### config.mk
export PLATFORM = sky130hd
export DESIGN_NAME = dmem_sram_bridge_flat
export DESIGN_NICKNAME = d
export VERILOG_FILES = /design/src/rtl/dmem_sram_bridge_if.sv /design/src/rtl/dmem_sram_bridge.sv /design/src/flat_wrapper.sv
export SDC_FILE = /design/constraint.sdc
export NUM_CORES = 1
export LEC_CHECK = 0
export ABC_AREA = 0
export BUFFER_PORTS_ARGS = -buffer_cell sky130_fd_sc_hd__buf_2
export CELL_PAD_IN_SITES_DETAIL_PLACEMENT = 0
export CELL_PAD_IN_SITES_GLOBAL_PLACEMENT = 1
export CORE_ASPECT_RATIO = 1.25
export CORE_MARGIN = 3
export CORE_UTILIZATION = 29
export DETAILED_ROUTE_END_ITERATION = 10
export PLACE_DENSITY = 0.82
export SYNTH_ARGS = -nofsm -noshare
export SYNTH_HDL_FRONTEND = slang
export SYNTH_SLANG_ARGS = --single-unit
### constraint.sdc
create_clock -name clk -period 1.8 [get_ports clk]
set_input_delay 0 -clock clk [delete_from_list [all_inputs] [get_ports clk]]
set_output_delay 0 -clock clk [all_outputs]
set_load 0.01 [all_outputs]
### src/rtl/dmem_sram_bridge_if.sv
// dmem_sram_bridge_if: M-stage request/response and SRAM-like data bus signals for the bridge
interface dmem_sram_bridge_if;
  logic        mem_en;
  logic        mem_wr;
  logic [3:0]  mem_wea;
  logic [31:0] mem_addr;
  logic [31:0] mem_wdata;
  logic        pipe_adv;
  logic        flush;
  logic [31:0] mem_rdata;
  logic        stall;
  logic        data_req;
  logic        data_wr;
  logic [1:0]  data_size;
  logic [31:0] data_addr;
  logic [31:0] data_wdata;
  logic        data_addr_ok;
  logic        data_data_ok;
  logic [31:0] data_rdata;
  modport master (
    output mem_en, mem_wr, mem_wea, mem_addr, mem_wdata, pipe_adv, flush,
           data_addr_ok, data_data_ok, data_rdata,
    input  mem_rdata, stall, data_req, data_wr, data_size, data_addr, data_wdata
  );
  modport slave (
    input  mem_en, mem_wr, mem_wea, mem_addr, mem_wdata, pipe_adv, flush,
           data_addr_ok, data_data_ok, data_rdata,
    output mem_rdata, stall, data_req, data_wr, data_size, data_addr, data_wdata
  );
endinterface

### src/rtl/dmem_sram_bridge.sv
// dmem_sram_bridge: turns one M-stage memory request into a req/addr_ok/data_ok bus transaction, stalling until done
module dmem_sram_bridge #(
  parameter bit KSEG_TRANSLATE = 1'b1,
  parameter int ADDR_W         = 32
) (
  input logic               clk,
  input logic               rst,
  dmem_sram_bridge_if.slave bus
);
  typedef enum logic [1:0] {IDLE, REQ, WAIT, DONE} state_t;
  state_t            r_state, w_next;
  logic              r_cancel, r_wr;
  logic [1:0]        r_size, w_size;
  logic [ADDR_W-1:0] r_addr, w_addr;
  logic [31:0]       r_wdata, r_rdata;
  logic              w_cancel, w_latch, w_resp, w_cap;
  assign w_cancel = r_cancel || bus.flush;
  assign w_latch  = r_state == IDLE && bus.mem_en && !bus.flush;
  assign w_resp   = bus.data_data_ok && (r_state == WAIT || (r_state == REQ && bus.data_addr_ok));
  assign w_cap    = w_resp && !r_wr && !w_cancel;
  assign w_addr   = (KSEG_TRANSLATE && bus.mem_addr[31:30] == 2'b10) ? {3'b000, bus.mem_addr[28:0]} : bus.mem_addr;
  assign w_size   = !bus.mem_wr ? 2'd2 :
                    $onehot(bus.mem_wea) ? 2'd0 :
                    (bus.mem_wea == 4'b0011 || bus.mem_wea == 4'b1100) ? 2'd1 : 2'd2;
  // State register
  always_ff @(posedge clk)
    r_state <= rst ? IDLE : w_next;
  // Next state: a cancelled transaction still runs to its response, then returns to IDLE instead of DONE
  always_comb begin
    w_next = r_state;
    case (r_state)
      IDLE: w_next = w_latch ? REQ : IDLE;
      REQ:  w_next = !bus.data_addr_ok ? REQ : !bus.data_data_ok ? WAIT : w_cancel ? IDLE : DONE;
      WAIT: w_next = !bus.data_data_ok ? WAIT : w_cancel ? IDLE : DONE;
      DONE: w_next = (bus.pipe_adv || bus.flush) ? IDLE : DONE;
    endcase
  end
  // Cancel flag: set by a flush while the bus is busy, cleared on return to IDLE
  always_ff @(posedge clk)
    r_cancel <= (rst || w_next == IDLE) ? 1'b0 : r_cancel || (bus.flush && (r_state == REQ || r_state == WAIT));
  // Request fields latched in IDLE and held for the whole transaction; load data captured on response
  always_ff @(posedge clk) begin
    if (rst) begin
      r_wr    <= 1'b0;
      r_size  <= 2'd0;
      r_addr  <= '0;
      r_wdata <= '0;
      r_rdata <= '0;
    end else begin
      if (w_latch) begin
        r_wr    <= bus.mem_wr;
        r_size  <= w_size;
        r_addr  <= bus.mem_wr ? w_addr : {w_addr[ADDR_W-1:2], 2'b00};
        r_wdata <= bus.mem_wdata;
      end
      if (w_cap) r_rdata <= bus.data_rdata;
    end
  end
  assign bus.stall      = bus.mem_en && r_state != DONE && !bus.flush;
  assign bus.data_req   = r_state == REQ;
  assign bus.data_wr    = r_wr;
  assign bus.data_size  = r_size;
  assign bus.data_addr  = r_addr;
  assign bus.data_wdata = r_wdata;
  assign bus.mem_rdata  = r_rdata;
endmodule

### src/flat_wrapper.sv
// flat-port wrapper written by rule: the top's interface ports become plain ports
module dmem_sram_bridge_flat 
#(
  parameter bit KSEG_TRANSLATE = 1'b1,
  parameter int ADDR_W         = 32
)
  (clk, rst, bus_mem_en, bus_mem_wr, bus_mem_wea, bus_mem_addr, bus_mem_wdata, bus_pipe_adv, bus_flush, bus_data_addr_ok, bus_data_data_ok, bus_data_rdata, bus_mem_rdata, bus_stall, bus_data_req, bus_data_wr, bus_data_size, bus_data_addr, bus_data_wdata);
  dmem_sram_bridge_if bus_i ();
  input logic clk;
  input logic rst;
  input wire logic [$bits(bus_i.mem_en)-1:0] bus_mem_en;
  input wire logic [$bits(bus_i.mem_wr)-1:0] bus_mem_wr;
  input wire logic [$bits(bus_i.mem_wea)-1:0] bus_mem_wea;
  input wire logic [$bits(bus_i.mem_addr)-1:0] bus_mem_addr;
  input wire logic [$bits(bus_i.mem_wdata)-1:0] bus_mem_wdata;
  input wire logic [$bits(bus_i.pipe_adv)-1:0] bus_pipe_adv;
  input wire logic [$bits(bus_i.flush)-1:0] bus_flush;
  input wire logic [$bits(bus_i.data_addr_ok)-1:0] bus_data_addr_ok;
  input wire logic [$bits(bus_i.data_data_ok)-1:0] bus_data_data_ok;
  input wire logic [$bits(bus_i.data_rdata)-1:0] bus_data_rdata;
  output wire logic [$bits(bus_i.mem_rdata)-1:0] bus_mem_rdata;
  output wire logic [$bits(bus_i.stall)-1:0] bus_stall;
  output wire logic [$bits(bus_i.data_req)-1:0] bus_data_req;
  output wire logic [$bits(bus_i.data_wr)-1:0] bus_data_wr;
  output wire logic [$bits(bus_i.data_size)-1:0] bus_data_size;
  output wire logic [$bits(bus_i.data_addr)-1:0] bus_data_addr;
  output wire logic [$bits(bus_i.data_wdata)-1:0] bus_data_wdata;
  assign bus_i.mem_en = bus_mem_en;
  assign bus_i.mem_wr = bus_mem_wr;
  assign bus_i.mem_wea = bus_mem_wea;
  assign bus_i.mem_addr = bus_mem_addr;
  assign bus_i.mem_wdata = bus_mem_wdata;
  assign bus_i.pipe_adv = bus_pipe_adv;
  assign bus_i.flush = bus_flush;
  assign bus_i.data_addr_ok = bus_data_addr_ok;
  assign bus_i.data_data_ok = bus_data_data_ok;
  assign bus_i.data_rdata = bus_data_rdata;
  assign bus_mem_rdata = bus_i.mem_rdata;
  assign bus_stall = bus_i.stall;
  assign bus_data_req = bus_i.data_req;
  assign bus_data_wr = bus_i.data_wr;
  assign bus_data_size = bus_i.data_size;
  assign bus_data_addr = bus_i.data_addr;
  assign bus_data_wdata = bus_i.data_wdata;
  dmem_sram_bridge #(.KSEG_TRANSLATE(KSEG_TRANSLATE), .ADDR_W(ADDR_W)) u_core (.clk(clk), .rst(rst), .bus(bus_i));
endmodule
==> results of run 1 <==
flip-flops by register name (all words and copies together) (netlist names):
signal	flops
u_core.bus.data_addr	32
u_core.bus.data_wdata	32
u_core.bus.mem_rdata	32
u_core.bus.data_size	2
u_core.r_state	2
u_core.bus.data_wr	1
u_core.r_cancel	1
cell families (layout without fill, tap and decap cells):
family	Yosys count	in the layout	synth area share [%]
simple gates	210	210	24.1
flops	102	102	48.8
compound gates	76	76	9.89
buf+inv	40	338	6.15
mux	32	32	7.65
fa+ha+maj	11	11	3.47
per-layer routing:
layer / vias up / routed length [um] / track usage, %
met2: 150 / 6210 / 28.0
met1: 1863 / 5350 / 18.7
li1: 2110 / - / -
met4: 0 / 302 / 6.77
met5: - / 0 / 0
met3: 19 / 870 / 3.93
per-stage QoR:
stage | setup slack (ns) | power [mW] | hold WS (ns) | cells | util (%)
finish | 0.154 | 5.12 | 0.102 | 944 | 47.5
global route | 0.0411 | 5.39 | 0.102 | 944 | 47.5
CTS | 0.156 | 5.21 | 0.0820 | 944 | 47.5
detailed placement | -0.0831 | 3.04 | 0.246 | 832 | 38.5
global placement | -0.0417 | 3.04 | 0.242 | 832 | 38.5
floorplan | 0.107 | 2.76 | 0.0503 | 471 | -
power breakdown:
part / switching, mW / internal [mW] / total (mW)
combinational: 0.353 / 0.424 / 0.778
clock: 0.848 / 1.11 / 1.96
sequential: 0.0396 / 2.34 / 2.38
critical path: cells and delay by family, from the launching register on:
family	cells	cell delay (ns)
AND/OR/NAND/NOR	1	0.30
flip-flops	1	0.36
buffers and inverters	1	0.09
adder cells (fa/ha/maj)	1	0.21
AO/OA/AOI/OAI	2	0.54
how the worst min path moves through the flow:
stage	start	end	slack, ns	cells after the start
after CTS	bus_mem_en	u_core.r_state[0]	0.08	3
final	bus_data_data_ok	u_core.r_state[1]	0.10	4
after global placement	bus_mem_wdata[24]	u_core.bus.data_wdata[24]	0.24	3
after floorplan	bus_flush	bus_stall	0.05	1
after detailed placement	bus_mem_wdata[16]	u_core.bus.data_wdata[16]	0.25	3
after global routing	bus_mem_en	u_core.r_state[0]	0.10	3
cell type report:
type                            instances  area, um^2  area share (%)
Clock buffer                           10         239            3.59
Tap cell                              175         219            3.29
Multi-Input combinational cell        329        1890            28.4
Clock inverter                          5        60.1           0.903
Sequential cell                       102        2040            30.7
Inverter                                6        22.5           0.339
Timing Repair Buffer                  317        2180            32.8
repair_timing:
item | CTS | global route
setup endpoints to repair | 0 | 0
hold buffers | 97 | 0
hold endpoints to repair | 99 | 0
layout by cell type, fill, tap and decap left out, types with 4 or more instances in the layout:
| master | count |
|---|---|
| a21oi_1 | 68 |
| buf_12 | 6 |
| buf_2 | 207 |
| buf_4 | 7 |
| clkbuf_16 | 9 |
| dfxtp_1 | 102 |
| dlygate4sd3_1 | 97 |
| ha_1 | 10 |
| inv_1 | 6 |
| mux2i_1 | 32 |
| nand2_1 | 127 |
| nand2b_1 | 66 |
| nand3_1 | 4 |
==> flow_summary_export.csv, run 1 <==
group,metric,value,unit
timing,worst_pin_slew,0.742,ns
finish,fillCellCount,1330,
floorplan,start_util,29.9,%
cts,insertion_delay,0.34,ns
run_status,status,"finished, final reports clean",
global_route,grt_max_degree,93,
route,vias,4142,
cts,cts_resized,0,
finish,syn2layout_area_growth,58.9,%
cts,cts_setup_buffers,0,
global_route,antenna_found_initial,0,
synthesis,synth_commonest_cells,"nand2_1, dfxtp_1, a21oi_1",
synthesis,syn-instance-count,471,
cts,cts_tree,"yes",
timing,period_share,91.4,%
finish,finalNetCount,884,
setup_path,regToRegSetupSlack,0.15,ns
cts,path_clk_slew,0.07,ns
synthesis,seq_area_frac_synth,48.8,%
floorplan,core,0.0140,mm^2
setup_path,timing.rr.start,"u_core.r_state[0]",
power,powerDensity,769,mW/mm^2
setup_path,start_kind,"register",
run,drv_cap,0,
floorplan,die_x,113,um
cts,cts_buffers,9,
synthesis,synthArstFlopShare,0,%
route,via_per_inst,4.39,
cts,h-tree-depth,3,
cts,cts_buffer_depth,2,
power,ir_worst_vdd,0.470,mV
worst_hold_path,hold_path.class,"input pin to register",
timing,max_freq,608,MHz
floorplan,rows,48,
synthesis,synth_nets,590,
timing,tns,0,ns
placed_design,place_congestion,0.745,
setup_path,arrival,1.84,ns
setup_path,endpoint_kind,"register",
floorplan,pin_count,209,
timing,rsz0062_at_grt,"no",
setup_path,worstPathCellList,"inv_1, ha_1, or2_2, a2111oi_2, a211oi_1",
global_route,grt_pass1_vias,4242,
floorplan,die_area,0.0159,mm^2
power,p_leak,3.00,nW
global_route,grt_overflow,0,
global_route,grt_pass1_wl,20.8,mm
setup_path,path_class,"register to register",
synthesis,synth-warning-count,0,
synthesis,synth-edff-count,0,
synthesis,yosysMostFrequentCell,"nand2_1",
synthesis,synth_seq_cells,102,
setup_path,cp_slowest_cell,"a2111oi_2",
setup_path,setup.worst_path.end,"u_core.r_state[0]",
route,firstDrtPassIters,4,
route,drcViolationCount,0,
floorplan,dieHeight,140,um
setup_path,cpPeakStageDelay,0.45,ns
finish,diodes,0,
timing,drv_slew,0,
setup_path,r2r-end,"u_core.r_state[0]",
placed_design,dp_hpwl,8.06,mm
synthesis,synthFlopType,"dfxtp_1",
cts,cts-root-buf,"clkbuf_16",
route,wl_per_cell,13.5,um
timing,relSlewSlack,50.5,%
setup_path,critPathLaunch,"u_core.r_state[0]",
route,ant_nets,0,
synthesis,synth_area,0.00419,mm^2
synthesis,synth.avg_cell_area,8.89,um^2
finish,drive_gt1_share,31.6,%
finish,final_area,0.00665,mm^2
synthesis,synth_top_area_share,48.8,%
placed_design,portBuffers,208,
timing,hold_viol,0,
setup_path,required,1.99,ns
synthesis,ys_types,33,
setup_path,reg2reg_depth,5,
global_route,grt_use_total,16.1,%
timing,min_period,1.65,ns
setup_path,cp_max_fo,3,
route,routed_wl,12.7,mm
timing,finClkSkew,0.00572,ns
route,drt_iter0_markers,236,
synthesis,yosysTopAreaCell,"dfxtp_1",
synthesis,ys_top_cells_by_area,"dfxtp_1, nand2_1, nand2b_1",
cts,clock_sinks,102,
placed_design,dpl_cell_area,0.00538,mm^2
timing,setup_viol,0,
Power figures use the tool's default switching activity.
==> run 2: changes to the inputs <==
CELL_PAD_IN_SITES_DETAIL_PLACEMENT = 1   (was 0)
CELL_PAD_IN_SITES_GLOBAL_PLACEMENT = 2   (was 1)
CORE_UTILIZATION = 23   (was 29)
PLACE_DENSITY = 0.84   (was 0.82)
==> run 2 against run 1 <==
  * Critical path depth is the same
  * Non-clock buffer count grew 1
  * Total power grew 4.5%
  * Fmax grew 1.4%
  * Clock power grew 11%
  * Register-to-register slack gained 0.02 ns
  * Worst setup slack gained 0.022 ns
  * Clock skew grew 0.0020 ns
  * Via count grew 3.4%
  * Die area grew 25%
  * Critical path type unchanged
  * Critical endpoint is now u_core.r_cancel
  * Largest cell class unchanged
  * Largest power group unchanged
==> flow_summary_export.csv, run 2 (same netlist as run 1, synthesis figures left out) <==
group,metric,value,unit
floorplan,die_x,127,um
finish,fillCellCount,2106,
cts,path_clk_slew,0.07,ns
route,firstDrtPassIters,4,
power,p_sw_share,25.2,%
route,drt_iter0_markers,131,
finish,final_area,0.00673,mm^2
route,via_per_inst,4.30,
floorplan,pin_count,209,
run,drv_cap,0,
route,ant_nets,0,
timing,max_freq,616,MHz
setup_path,cp_max_fo,4,
timing,worst_slack,0.177,ns
finish,finalNetCount,885,
timing,setup_viol,0,
finish,drive_gt1_share,31.8,%
power,ir_worst_vdd,0.384,mV
power,p_leak,3.01,nW
cts,cts_tree,"yes",
run_status,status,"finished, final reports clean",
floorplan,core,0.0176,mm^2
timing,period_share,90.2,%
power,powerDensity,795,mW/mm^2
placed_design,placed_cells,882,
power,p_seq_share,44.5,%
cts,cts_buffers,9,
cts,h-tree-depth,3,
route,dr_wl_met3,1.04,mm
placed_design,dpl_cell_area,0.00543,mm^2
placed_design,pre_cts_ws,-0.0569,ns
floorplan,dieHeight,157,um
route,wl_met1,6.04,mm
setup_path,path_class,"register to register",
cts,holdBufCountCts,97,
route,vias,4281,
timing,worst_pin_slew,0.508,ns
global_route,grt_overflow,0,
power,p_switching,1.35,mW
cts,cts_setup_buffers,0,
setup_path,arrival,1.84,ns
cts,cts_buffer_depth,2,
finish,post-route-util,38.1,%
timing,drv_slew,0,
setup_path,required,2.02,ns
placed_design,portBuffers,208,
global_route,antenna_found_initial,0,
timing,finClkSkew,0.00768,ns
global_route,grt_max_degree,69,
global_route,grt_use_total,13.9,%
route,drcViolationCount,0,
floorplan,die_area,0.0199,mm^2
setup_path,start_kind,"register",
timing,tns,0,ns
route,wl_met2,6.95,mm
route,dr.max_layer_used,"met4",
power,pwr-share-clk,40.8,%
finish,diodes,0,
cts,cts_resized,0,
floorplan,rows,54,
timing,rsz0062_at_grt,"no",
power,internal_power,4.00,mW
global_route,grt_pass1_vias,4471,
timing,relSlewSlack,66.1,%
finish,fin_cells,995,
cts,clock_sinks,102,
floorplan,start_util,23.7,%
route,wl_per_cell,14.4,um
power,p_comb_share,14.7,%
placed_design,dp_hpwl,8.99,mm
setup_path,endpoint_kind,"register",
cts,cts-root-buf,"clkbuf_16",
cts,insertion_delay,0.35,ns
finish,syn2layout_area_growth,60.6,%
timing,hold_viol,0,
worst_hold_path,hold_path.class,"input pin to register",
timing,min_period,1.62,ns
route,routed_wl,14.3,mm
finish,layout.cells.most_common,"buf_2",
finish,layout_common_cells,"buf_2, nand2_1, dfxtp_1",
placed_design,place_congestion,0.725,
global_route,grt_pass1_wl,22.3,mm
run 2: changes by cell type in the layout (fill, tap and decap cells not counted), sizes merged:
cell	delta
inv	+3
clkbuf	-1
clkinvlp	+1
clkinv	-3
buf	+1
bufinv	+1
run 2: stage by stage:
step                      hold slack (ns)  total power [mW]
final                              0.0848              5.34
after global routing                0.133              5.61
after CTS                          0.0712              5.44
after detailed placement            0.248              3.05
after global placement              0.243              3.04
after floorplan                    0.0503              2.76
run 2: area by class of cell:
cell class | count | area (um^2) | share of cell area, %
timing repair buffer | 318 | 2160 | 32.1
multi-input combinational | 329 | 1890 | 28.1
tap | 224 | 280 | 4.17
clock buffer | 9 | 225 | 3.35
inverter | 6 | 22.5 | 0.335
sequential | 102 | 2040 | 30.4
clock inverter | 7 | 104 | 1.54
run 2: power by group through the flow:
| stage | clock network, mW | logic [mW] | registers (mW) |
|---|---|---|---|
| after CTS | 2.28 | 0.787 | 2.38 |
| after floorplan | 0 | 0.290 | 2.47 |
| final | 2.18 | 0.784 | 2.38 |
| after detailed placement | 0 | 0.621 | 2.43 |
| after global placement | 0 | 0.613 | 2.43 |
| after global routing | 2.35 | 0.871 | 2.39 |
run 2: worst paths after layout:
check / from / to / slack [ns] / cells past startpoint
worst max-delay path: u_core.r_state[1] / u_core.r_cancel / 0.18 / 5
worst min-delay path: bus_pipe_adv / u_core.r_state[1] / 0.08 / 4
worst max register to register: u_core.r_state[1] / u_core.r_cancel / 0.18 / 5
worst min register to register: u_core.bus.data_addr[0] / u_core.bus.data_addr[0] / 0.45 / 2
run 2: critical path: stages (launching register included):
cell and delay [ns]:
dfxtp_1 0.36, inv_1 0.09, ha_1 0.22, or2_2 0.29, a2111oi_2 0.43, o22ai_1 0.11
run 2: metal layers:
layer	global-route usage, %	up-vias
li1	-	2111
met1	16.7	2011
met2	23.6	140
met3	3.82	19
met4	5.42	0
met5	0	-
==> run 3: changes to the inputs <==
--- a/config.mk
+++ b/config.mk
@@ -12,7 +12,8 @@
 export CORE_ASPECT_RATIO = 1.25
 export CORE_MARGIN = 3
-export CORE_UTILIZATION = 23
+export CORE_UTILIZATION = 27
 export DETAILED_ROUTE_END_ITERATION = 10
-export PLACE_DENSITY = 0.84
+export PLACE_DENSITY = 0.92
+export REMOVE_ABC_BUFFERS = 1
 export SYNTH_ARGS = -nofsm -noshare
 export SYNTH_HDL_FRONTEND = slang
==> constraint.sdc (replaced) <==
create_clock -name clk -period 1.9 [get_ports clk]
set_input_delay 0.095 -clock clk [delete_from_list [all_inputs] [get_ports clk]]
set_output_delay 0.095 -clock clk [all_outputs]
set_load 0.01 [all_outputs]
==> run 3 against run 2 <==
  * Clock-buffer cell count stayed put
  * Worst hold slack got worse by 0.072 ns
  * Global-route usage up 2.7 points
  * Total power fell by 11%
  * Highest routed layer unchanged
  * First-iteration DRC count increased by 5.3%
  * Clock skew shrank 0.0016 ns
  * Largest cell class is now flip-flops and latches
  * Via count is 3.5% lower
==> flow_summary_export.csv, run 3 (same netlist as run 1, synthesis figures left out) <==
group,metric,value,unit
route,ant_nets,0,
timing,finClkSkew,0.00607,ns
setup_path,arrival,1.92,ns
power,p_comb_share,14.4,%
setup_path,required,2.11,ns
run_status,status,"finished, final reports clean",
power,p_sw_share,25.0,%
floorplan,dieHeight,145,um
setup_path,timing.rr.start,"u_core.r_state[0]",
setup_path,start_kind,"register",
placed_design,dpl_cell_area,0.00540,mm^2
floorplan,start_util,27.8,%
setup_path,cpPeakStageDelay,0.44,ns
power,finalPower,4.77,mW
power,p_seq_share,47.3,%
timing,drv_slew,0,
route,routed_wl,14.3,mm
route,dr_wl_met3,866,um
global_route,grt_pass1_wl,23.1,mm
finish,diodes,0,
worst_hold_path,hold_depth,3,
placed_design,pre_cts_ws,-0.106,ns
setup_path,cpLargestDelayFamily,"compound AO/OA/AOI/OAI gates",
worst_hold_path,hold_end,"u_core.bus.data_addr[3]",
power,pwr-share-clk,38.3,%
timing,worst_pin_slew,0.776,ns
setup_path,cp_slowest_cell,"a2111oi_2",
timing,setup_viol,0,
global_route,grt_overflow,0,
timing,period_share,90.1,%
finish,layout_common_cells,"buf_2, nand2_1, dfxtp_1",
timing,relSlewSlack,48.2,%
route,drt_iter0_markers,138,
cts,clock_sinks,102,
global_route,grt_pass1_vias,4644,
setup_path,endpoint_kind,"register",
route,via_per_inst,4.41,
timing,worst_slack,0.187,ns
worst_hold_path,min-delay-start,"bus_mem_addr[3]",
setup_path,cp_max_fo,3,
floorplan,rows,50,
timing,hold_viol,0,
finish,fillCellCount,1799,
setup_path,r2r-end,"u_core.r_cancel",
finish,fin_cells,936,
route,vias,4131,
cts,insertion_delay,0.34,ns
setup_path,reg2reg_depth,5,
finish,multi_input_area,0.00189,mm^2
power,powerDensity,761,mW/mm^2
setup_path,path_buf_inv,1,
placed_design,place_congestion,0.776,
placed_design,placed_cells,863,
route,wl_per_cell,15.3,um
worst_hold_path,hold_path.class,"input pin to register",
timing,rsz0062_at_grt,"no",
setup_path,regToRegSetupSlack,0.19,ns
global_route,grt_use_total,16.6,%
floorplan,die_area,0.0170,mm^2
global_route,antenna_found_initial,0,
cts,h-tree-depth,3,
cts,cts_buffer_depth,2,
finish,layout.cells.most_common,"buf_2",
cts,cts_resized,0,
setup_path,path_class,"register to register",
power,internal_power,3.58,mW
cts,cts_buffers,9,
cts,path_clk_slew,0.07,ns
floorplan,die_x,117,um
power,p_leak,2.82,nW
finish,finalNetCount,843,
finish,final_area,0.00626,mm^2
cts,cts_setup_buffers,0,
power,p_switching,1.19,mW
route,dr.max_layer_used,"met4",
timing,max_freq,584,MHz
cts,holdBufCountCts,57,
route,wl_met1,5.42,mm
floorplan,core,0.0151,mm^2
placed_design,dp_hpwl,9.69,mm
placed_design,portBuffers,208,
run,drv_cap,0,
finish,post-route-util,41.6,%
finish,drive_gt1_share,33.1,%
finish,seqCellArea,0.00204,mm^2
route,firstDrtPassIters,4,
route,wl_met2,7.74,mm
power,ir_worst_vdd,0.308,mV
route,drcViolationCount,0,
global_route,grt_max_degree,94,
setup_path,worstPathCellList,"inv_1, ha_1, or2_2, a2111oi_2, o22ai_1",
floorplan,pin_count,209,
finish,syn2layout_area_growth,49.6,%
cts,cts_tree,"yes",
timing,min_period,1.71,ns
cts,cts-root-buf,"clkbuf_16",
==> run 3: cell count changes in the layout (fill, tap and decap cells not counted), sizes merged <==
cell         change
dlygate4sd3     -39
clkinv           +4
clkinvlp         -2
buf              -3
inv              -2
bufinv           -1
==> run 3: tightest hold or removal path: cells and delay by family <==
kind / cells / cell delay, ns
buf+inv: 1 / 0.10
compound gates: 1 / 0.06
simple gates: 1 / 0.06
==> run 3: worst max-delay path by stage <==
stage                      startpoint  slack (ns)  cells after the start                      end
global route        u_core.r_state[1]        0.06                      5          u_core.r_cancel
floorplan           u_core.r_state[0]       -0.36                      5  u_core.bus.data_size[1]
finish              u_core.r_state[0]        0.19                      5          u_core.r_cancel
detailed placement     bus_mem_wea[2]       -0.11                      8  u_core.bus.data_size[1]
global placement       bus_mem_wea[2]       -0.06                      8  u_core.bus.data_size[1]
CTS                 u_core.r_state[0]        0.17                      5          u_core.r_cancel
==> run 3: metal layers <==
| layer | global-route usage [%] | vias up |
|---|---|---|
| met3 | 5.19 | 29 |
| met1 | 16.5 | 1923 |
| met5 | 0 | - |
| li1 | - | 2027 |
| met2 | 32.1 | 152 |
| met4 | 5.69 | 0 |
==> run 3: cell type report <==
class	count	area share (%)
clock buffer	9	3.59
clock inverter	6	0.999
sequential	102	32.6
inverter	6	0.359
tap	208	4.15
timing repair buffer	276	28.1
multi-input combinational	329	30.2
==> run 3: per-stage QoR <==
stage | TNS (ns) | hold WS (ns)
finish | 0 | 0.0130
CTS | 0 | 0.000312
global route | 0 | 0.00704
floorplan | -27.52 | 0.163
detailed placement | -0.199 | 0.343
global placement | -0.0901 | 0.334
==> run 3: power by group through the flow <==
stage	clock network (mW)	logic, mW	registers (mW)
2_1_floorplan	0	0.215	2.34
3_3_place_gp	0	0.565	2.30
3_5_place_dp	0	0.592	2.30
4_1_cts	1.90	0.684	2.26
5_1_grt	2.00	0.756	2.26
6_report	1.83	0.687	2.26
